### config.mk
export PLATFORM = sky130hd
export DESIGN_NAME = dram_sync_fifo
export DESIGN_NICKNAME = d
export VERILOG_FILES = /design/src/rtl/dram_sync_fifo_pkg.sv /design/src/rtl/dram_sdp_array.sv /design/src/rtl/dram_sync_fifo.sv
export SDC_FILE = /design/constraint.sdc
export NUM_CORES = 2
export LEC_CHECK = 0
export CAP_MARGIN = 20
export CORE_UTILIZATION = 30
export CTS_CLUSTER_DIAMETER = 100
export DETAILED_ROUTE_END_ITERATION = 8
export DONT_BUFFER_PORTS = 1
export GPL_ROUTABILITY_DRIVEN = 0
export GPL_TIMING_DRIVEN = 0
export PLACE_DENSITY = 0.41
export SKIP_CTS_REPAIR_TIMING = 1
export SLEW_MARGIN = 25
export SYNTH_ARGS = -nofsm -noshare
export SYNTH_HDL_FRONTEND = slang
export SYNTH_HIERARCHICAL = 1
export SYNTH_SLANG_ARGS = --single-unit
### constraint.sdc
create_clock -name clk -period 8.9 [get_ports clk]
set_clock_uncertainty 0.2 [all_clocks]
set_input_delay 1.335 -clock clk [delete_from_list [all_inputs] [get_ports clk]]
set_output_delay 1.335 -clock clk [all_outputs]
set_load 0.01 [all_outputs]
### src/rtl/dram_sync_fifo_pkg.sv
// Shared defaults for the distributed-RAM sync FIFO.
// Imported by the FIFO top.
package dram_sync_fifo_pkg;

  localparam int DEF_WIDTH = 64;
  localparam int DEF_DEPTH = 34;

endpackage

### src/rtl/dram_sdp_array.sv
// Simple-dual-port distributed RAM.
// Synchronous write, asynchronous read.
module dram_sdp_array #(
  parameter int WIDTH = 64,
  parameter int DEPTH = 34,
  parameter int AW    = $clog2(DEPTH)
) (
  input  logic             clk,
  input  logic             we,
  input  logic [AW-1:0]    waddr,
  input  logic [WIDTH-1:0] wdata,
  input  logic [AW-1:0]    raddr,
  output logic [WIDTH-1:0] rdata
);

  (* ram_style = "distributed" *)
  logic [WIDTH-1:0] mem [DEPTH];

  always_ff @(posedge clk) begin
    if (we) begin
      mem[waddr] <= wdata;
    end
  end

  assign rdata = mem[raddr];

endmodule

### src/rtl/dram_sync_fifo.sv
// Sync FIFO on distributed RAM with a prefetching output register.
// count includes the output register; depth need not be 2^n.
module dram_sync_fifo
  import dram_sync_fifo_pkg::*;
#(
  parameter  int WIDTH        = DEF_WIDTH,
  parameter  int DEPTH        = DEF_DEPTH,
  parameter  int AFULL_THRESH = DEPTH - 4,
  localparam int ADDRWIDTH    = $clog2(DEPTH)
) (
  input  logic                 clk,
  input  logic                 reset,
  input  logic                 flush,
  input  logic                 wr_valid,
  output logic                 wr_ready,
  input  logic [WIDTH-1:0]     wr_data,
  output logic                 rd_valid,
  input  logic                 rd_ready,
  output logic [WIDTH-1:0]     rd_data,
  output logic [ADDRWIDTH:0]   count,
  output logic                 almost_full,
  output logic                 empty
);

  localparam logic [ADDRWIDTH:0] CNT_DEPTH =
    (ADDRWIDTH+1)'(DEPTH);
  localparam logic [ADDRWIDTH:0] CNT_AF =
    (ADDRWIDTH+1)'(AFULL_THRESH);
  localparam logic [ADDRWIDTH-1:0] PTR_LAST =
    ADDRWIDTH'(DEPTH - 1);

  function automatic logic [ADDRWIDTH-1:0] ptr_inc(
    input logic [ADDRWIDTH-1:0] p
  );
    return (p == PTR_LAST) ? '0 : p + 1'b1;
  endfunction

  logic [ADDRWIDTH-1:0] wr_ptr;
  logic [ADDRWIDTH-1:0] rd_ptr;
  logic [ADDRWIDTH:0]   ram_cnt;
  logic [ADDRWIDTH:0]   count_next;
  logic [WIDTH-1:0]     ram_rdata;
  logic                 push;
  logic                 pop;
  logic                 load;
  logic                 clr;
  logic                 ram_we;

  assign clr      = reset | flush;
  assign wr_ready = (count != CNT_DEPTH);
  assign empty    = (count == '0);
  assign push     = wr_valid & wr_ready;
  assign pop      = rd_valid & rd_ready;
  assign ram_cnt  = count - {{ADDRWIDTH{1'b0}}, rd_valid};
  assign load     = (ram_cnt != '0) & (~rd_valid | pop);
  assign ram_we   = push & ~clr;

  always_comb begin
    count_next = count;
    if (push && !pop) begin
      count_next = count + 1'b1;
    end else if (pop && !push) begin
      count_next = count - 1'b1;
    end
  end

  dram_sdp_array #(
    .WIDTH (WIDTH),
    .DEPTH (DEPTH),
    .AW    (ADDRWIDTH)
  ) u_ram (
    .clk   (clk),
    .we    (ram_we),
    .waddr (wr_ptr),
    .wdata (wr_data),
    .raddr (rd_ptr),
    .rdata (ram_rdata)
  );

  always_ff @(posedge clk) begin
    if (clr) begin
      wr_ptr      <= '0;
      rd_ptr      <= '0;
      count       <= '0;
      rd_valid    <= 1'b0;
      rd_data     <= '0;
      almost_full <= 1'b0;
    end else begin
      if (push) begin
        wr_ptr <= ptr_inc(wr_ptr);
      end
      // Prefetch keeps the output register full whenever RAM has data.
      if (load) begin
        rd_ptr   <= ptr_inc(rd_ptr);
        rd_data  <= ram_rdata;
        rd_valid <= 1'b1;
      end else if (pop) begin
        rd_valid <= 1'b0;
      end
      count       <= count_next;
      almost_full <= (count_next >= CNT_AF);
    end
  end

`ifndef SYNTHESIS
  always_ff @(posedge clk) begin
    if (!reset) begin
      assert (!pop || rd_valid);
      assert (count <= CNT_DEPTH);
      assert ({1'b0, wr_ptr} < CNT_DEPTH);
      assert ({1'b0, rd_ptr} < CNT_DEPTH);
    end
  end
`endif

endmodule

# After elaboration in Yosys (flattened, before gate mapping)
# Memory sizes are Yosys's and may differ from the RTL's. A register that Yosys moved wholly into a read port is not among the register bits.
# Index checks and enable logic that the tools add are counted.
# op_classes
add_sub_neg	5
n_lt_le_gt_ge	1
eq_ne	3
muxes	8
bitwise_logic	8
n_reduce_logical	7
# op_table
op	count
two-way mux 7 bit	2
adder 6 x 1 -> 6 bit (second input constant)	2
== test 6 bit (second input constant)	2
two-way mux 6 bit	2
adder 7 x 1 -> 7 bit (second input constant)	1
greater-or-equal comparator 7 x 5 -> 1 bit (second input constant)	1
logical NOT 7 bit	1
!= test 7 x 6 -> 1 bit (second input constant)	1
nonzero test 7 bit	1
subtractor 7 x 1 -> 7 bit	1
subtractor 7 x 1 -> 7 bit (second input constant)	1
bitwise AND 1 bit	4
two-way mux 1 bit	4
logical AND 1 bit	2
logical NOT 1 bit	2
inverter 1 bit	2
OR 1 bit	2
nonzero test 2 bit	1
# word_totals
register_bits	21
mem_bits_rw	2176
in_bits	69
out_inout_bits	75
elab_cells	38
n_memories	1
# mem_list
name	depth	width	rd	rd_ports_with_merged_regs	write_ports	line_no	source
u_ram.mem	34	64	1	1	1	dram_sdp_array.sv:17	logic [WIDTH-1:0] mem [DEPTH];

# Depth between registers and ports, before layout
# logic_depth
depth_word	7
ltp_mapped	10
depth_no_buf	8

# Hierarchy
# Netlist, hierarchy kept.
# modules_own_cells
mod	n_inst	cells_per_inst	area_each_um2	seq_area_each_um2
dram_sdp_array	1	3437	82574.2	65342.7
dram_sync_fifo	1	436	3498.4	1701.6

# Least setup slack after synthesis
# OpenSTA, ideal clock, no wires.
# synth_path
kind	input to register
from	input flush
to	memory u_ram.mem[11][0], enable pin
setup_ns	0.487
arrival_ns	5.203
required_ns	8.213
path_slack_ns	3.010
path_stages	7
path_buffers	2
path_cell_list	or2_2 -> clkbuf_1 -> clkbuf_1 -> nor2_1 -> nor2b_1 -> nand2_1 -> nor2_1
# synth_via
elab_chain_len	5
# synth_lines
element	line_no	source
start, declared	dram_sync_fifo.sv:13	input logic flush,
OR 1 bit	dram_sync_fifo.sv:49	assign clr = reset | flush;
inverter 1 bit	dram_sync_fifo.sv:56	assign ram_we = push & ~clr;
bitwise AND 1 bit	dram_sync_fifo.sv:56	
named net ram_we	dram_sync_fifo.sv:47	logic ram_we;
two-way mux 1 bit	dram_sdp_array.sv:20	if (we) begin
two-way mux 1 bit (not written as such)	dram_sdp_array.sv:21	mem[waddr] <= wdata;
end, declared	dram_sdp_array.sv:17	
# The timed path passes the listed nets, and every way through them passes these cells.

# Final worst setup path
# layout_path
from	input flush
to	memory u_ram.mem[27][25], enable pin
# The elaborated chain is that of the path after synthesis.

==> impl_metrics.json <==
{
  "leakagePower_nw": 30.9,
  "setup_ws_ps": 4480,
  "cp_max_fo": 14,
  "cts_tree": "built",
  "dieArea_um2": 289000,
  "crit_path_start_kind": "input pin",
  "final.setup.tns_ps": 0,
  "ys_ff_latch": 2261,
  "fmax_mhz": 226,
  "post-synth-top-count-cell": "edfxtp_1",
  "yosysTopAreaCellShare_pct": 75.9,
  "area_delta_synth_final_pct": 19.5,
  "route.detailed.wl_per_inst_um": 30.4,
  "routed_wl_um": 251000,
  "utilization_pct": 36.1,
  "yosysWarnings": 6,
  "maxSlewViolCount": 0,
  "fp.dieW_um": 538,
  "numCtsBuffers": 247,
  "pre_cts_ws_ps": 3530,
  "ioPinCount": 144,
  "place_hpwl_um": 172000,
  "slew_headroom_pct": 28.3,
  "outcome": "finished clean",
  "netlist_area_um2": 86100,
  "final-setup-viol-count": 0,
  "power.density_nw_per_um2": 225,
  "die_h_um": 538,
  "avgSynthCellArea_um2": 22.2,
  "fp.coreArea_um2": 285000,
  "initial_core_util_pct": 30.2,
  "cts-root-buf": "clkbuf_16",
  "grt_max_degree": 35,
  "async_flop_share_pct": 0,
  "grt_usage_pct": 17.3,
  "drive_gt1_share_pct": 28.2,
  "synth_ff_type": "edfxtp_1",
  "portBuffers": 0,
  "rsz0062_at_grt": "no",
  "r2r-start": "count[0]",
  "synth_nets": 3951,
  "min_path_type": "reg2reg",
  "cp_data_required_time_ps": 9250,
  "cts.path.max_buffers": 4,
  "critPathLaunch": "flush",
  "drt_iter0_markers": 3895,
  "vias_per_cell": 4.97,
  "period_minus_slack_ps": 4420,
  "netlist_instances": 3873,
  "yosys.cell_types.count": 54,
  "synth_area_leaders": "edfxtp_1, mux4_2, dfxtp_1",
  "ir_drop_uv": 163,
  "path_class": "in2reg",
  "min_from": "rd_data[55]",
  "num_rows": 196,
  "drt_pass1_iterations": 7,
  "crit_path_end_kind": "flip-flop",
  "htree_levels": 4,
  "period_share_pct": 49.7,
  "worst_pin_slew_ps": 1080,
  "overflow": 0,
  "via_count": 41065,
  "cts.reportedPaths.clkPinSlew_ps": 60,
  "clock-sinks": 2261,
  "layout.nets": 4368,
  "synth_largest_area_cell": "edfxtp_1",
  "ant_nets": 0,
  "grt_pass1_wl_um": 349000,
  "hold_viol_final": 0,
  "antenna_found_initial": 12,
  "power_w": 0.0232,
  "worstPathArrival_ps": 4770,
  "route.detailed.drc": 0,
  "ys_seq_area_share_pct": 77.9,
  "clkLatencyLatePin_ps": 910,
  "synth-edff-count": 2176,
  "grt_pass1_vias": 42970,
  "drv_cap": 0,
  "synth_common_cells": "edfxtp_1, mux4_2, mux2i_1"
}
logic make-up after synthesis:
group	after synthesis	synth area share, %
xor+xnor	10	0.102
mux	751	16.4
fa+ha+maj	9	0.131
compound gates	345	2.82
flops	2261	77.9
buf+inv	223	1.26
simple gates	274	1.40
cell type report:
class / instances / area [um2]
well taps: 3762 / 4710
flip-flops and latches: 2261 / 67000
fillers: 26170 / 182000
plain buffers: 217 / 1100
inverters: 6 / 22.5
clock inverters: 106 / 1030
diodes: 4 / 10.0
clock buffers: 343 / 6780
multi-input cells: 1389 / 18200
repair buffers: 168 / 3910
critical path: stages:
cell	delay, ps
or2_2	280
clkbuf_2	360
clkbuf_1	370
nor2_1	290
nand3_1	680
nor2_4	640
buf_16	230
buf_12	190
buf_16	170
buf_8	170
per-stage QoR:
step | area [um2] | std cells | hold slack (ps)
4_1_cts | 103000 | 8252 | 226
6_report | 103000 | 8256 | 302
3_3_place_gp | 90800 | 7635 | 298
3_5_place_dp | 95000 | 7803 | 300
2_1_floorplan | 86100 | 3873 | 281
5_1_grt | 103000 | 8253 | 257
state kept, by name (all words and copies together), names as in the netlist:
signal	cells
almost_full	1
count	7
rd_data	64
rd_ptr	6
rd_valid	1
u_ram/mem	2176
wr_ptr	6
routing by layer:
layer  vias to the layer above  wire, um  global-route usage (%)
met3                       323     14000                    3.28
met2                      1068    119000                    27.9
met5                         -         0                       0
li1                      17267         -                       -
met4                         0      5510                    4.10
met1                     22407    113000                    24.2
cell usage in the layout, fill, tap and decap left out, types with 5 or more instances in the layout:
| master | count |
|---|---|
| dfxtp_1 | 85 |
| a221oi_1 | 6 |
| nand3b_1 | 5 |
| a221o_1 | 55 |
| buf_12 | 83 |
| clkinv_2 | 34 |
| clkbuf_16 | 249 |
| buf_1 | 17 |
| buf_4 | 27 |
| edfxtp_1 | 2176 |
| buf_2 | 73 |
| or3_1 | 8 |
| o211ai_1 | 7 |
| nand2_1 | 153 |
| xor2_1 | 5 |
| nor2_1 | 25 |
| xnor2_1 | 5 |
| clkbuf_2 | 19 |
| mux2_2 | 64 |
| o21ai_1 | 5 |
| buf_16 | 78 |
| clkinv_1 | 41 |
| buf_8 | 6 |
| ha_1 | 9 |
| nor2_4 | 36 |
| bufinv_16 | 19 |
| inv_1 | 6 |
| a21oi_1 | 127 |
| nand3_1 | 9 |
| clkbuf_1 | 145 |
| o21ai_0 | 8 |
| clkbuf_8 | 20 |
| mux4_2 | 521 |
| and3_1 | 6 |
| mux2i_1 | 166 |
| a22o_1 | 12 |
| inv_6 | 5 |
| buf_6 | 9 |
| a22oi_1 | 114 |
worst paths after layout:
check / cells past startpoint / endpoint / slack (ps)
hold reg to reg: 2 / rd_data[55] / 300
setup reg to reg: 11 / u_ram/mem[27][25] / 4600
hold / removal: 2 / rd_data[55] / 300
setup / recovery: 10 / u_ram/mem[27][25] / 4480
report_power, final:
group | switching, W | internal [W]
Clock | 0.00417 | 0.00583
Combinational | 0.000804 | 0.000615
Sequential | 0.0000456 | 0.0117
Total | 0.00502 | 0.0181
Power figures use the tool's default switching activity.
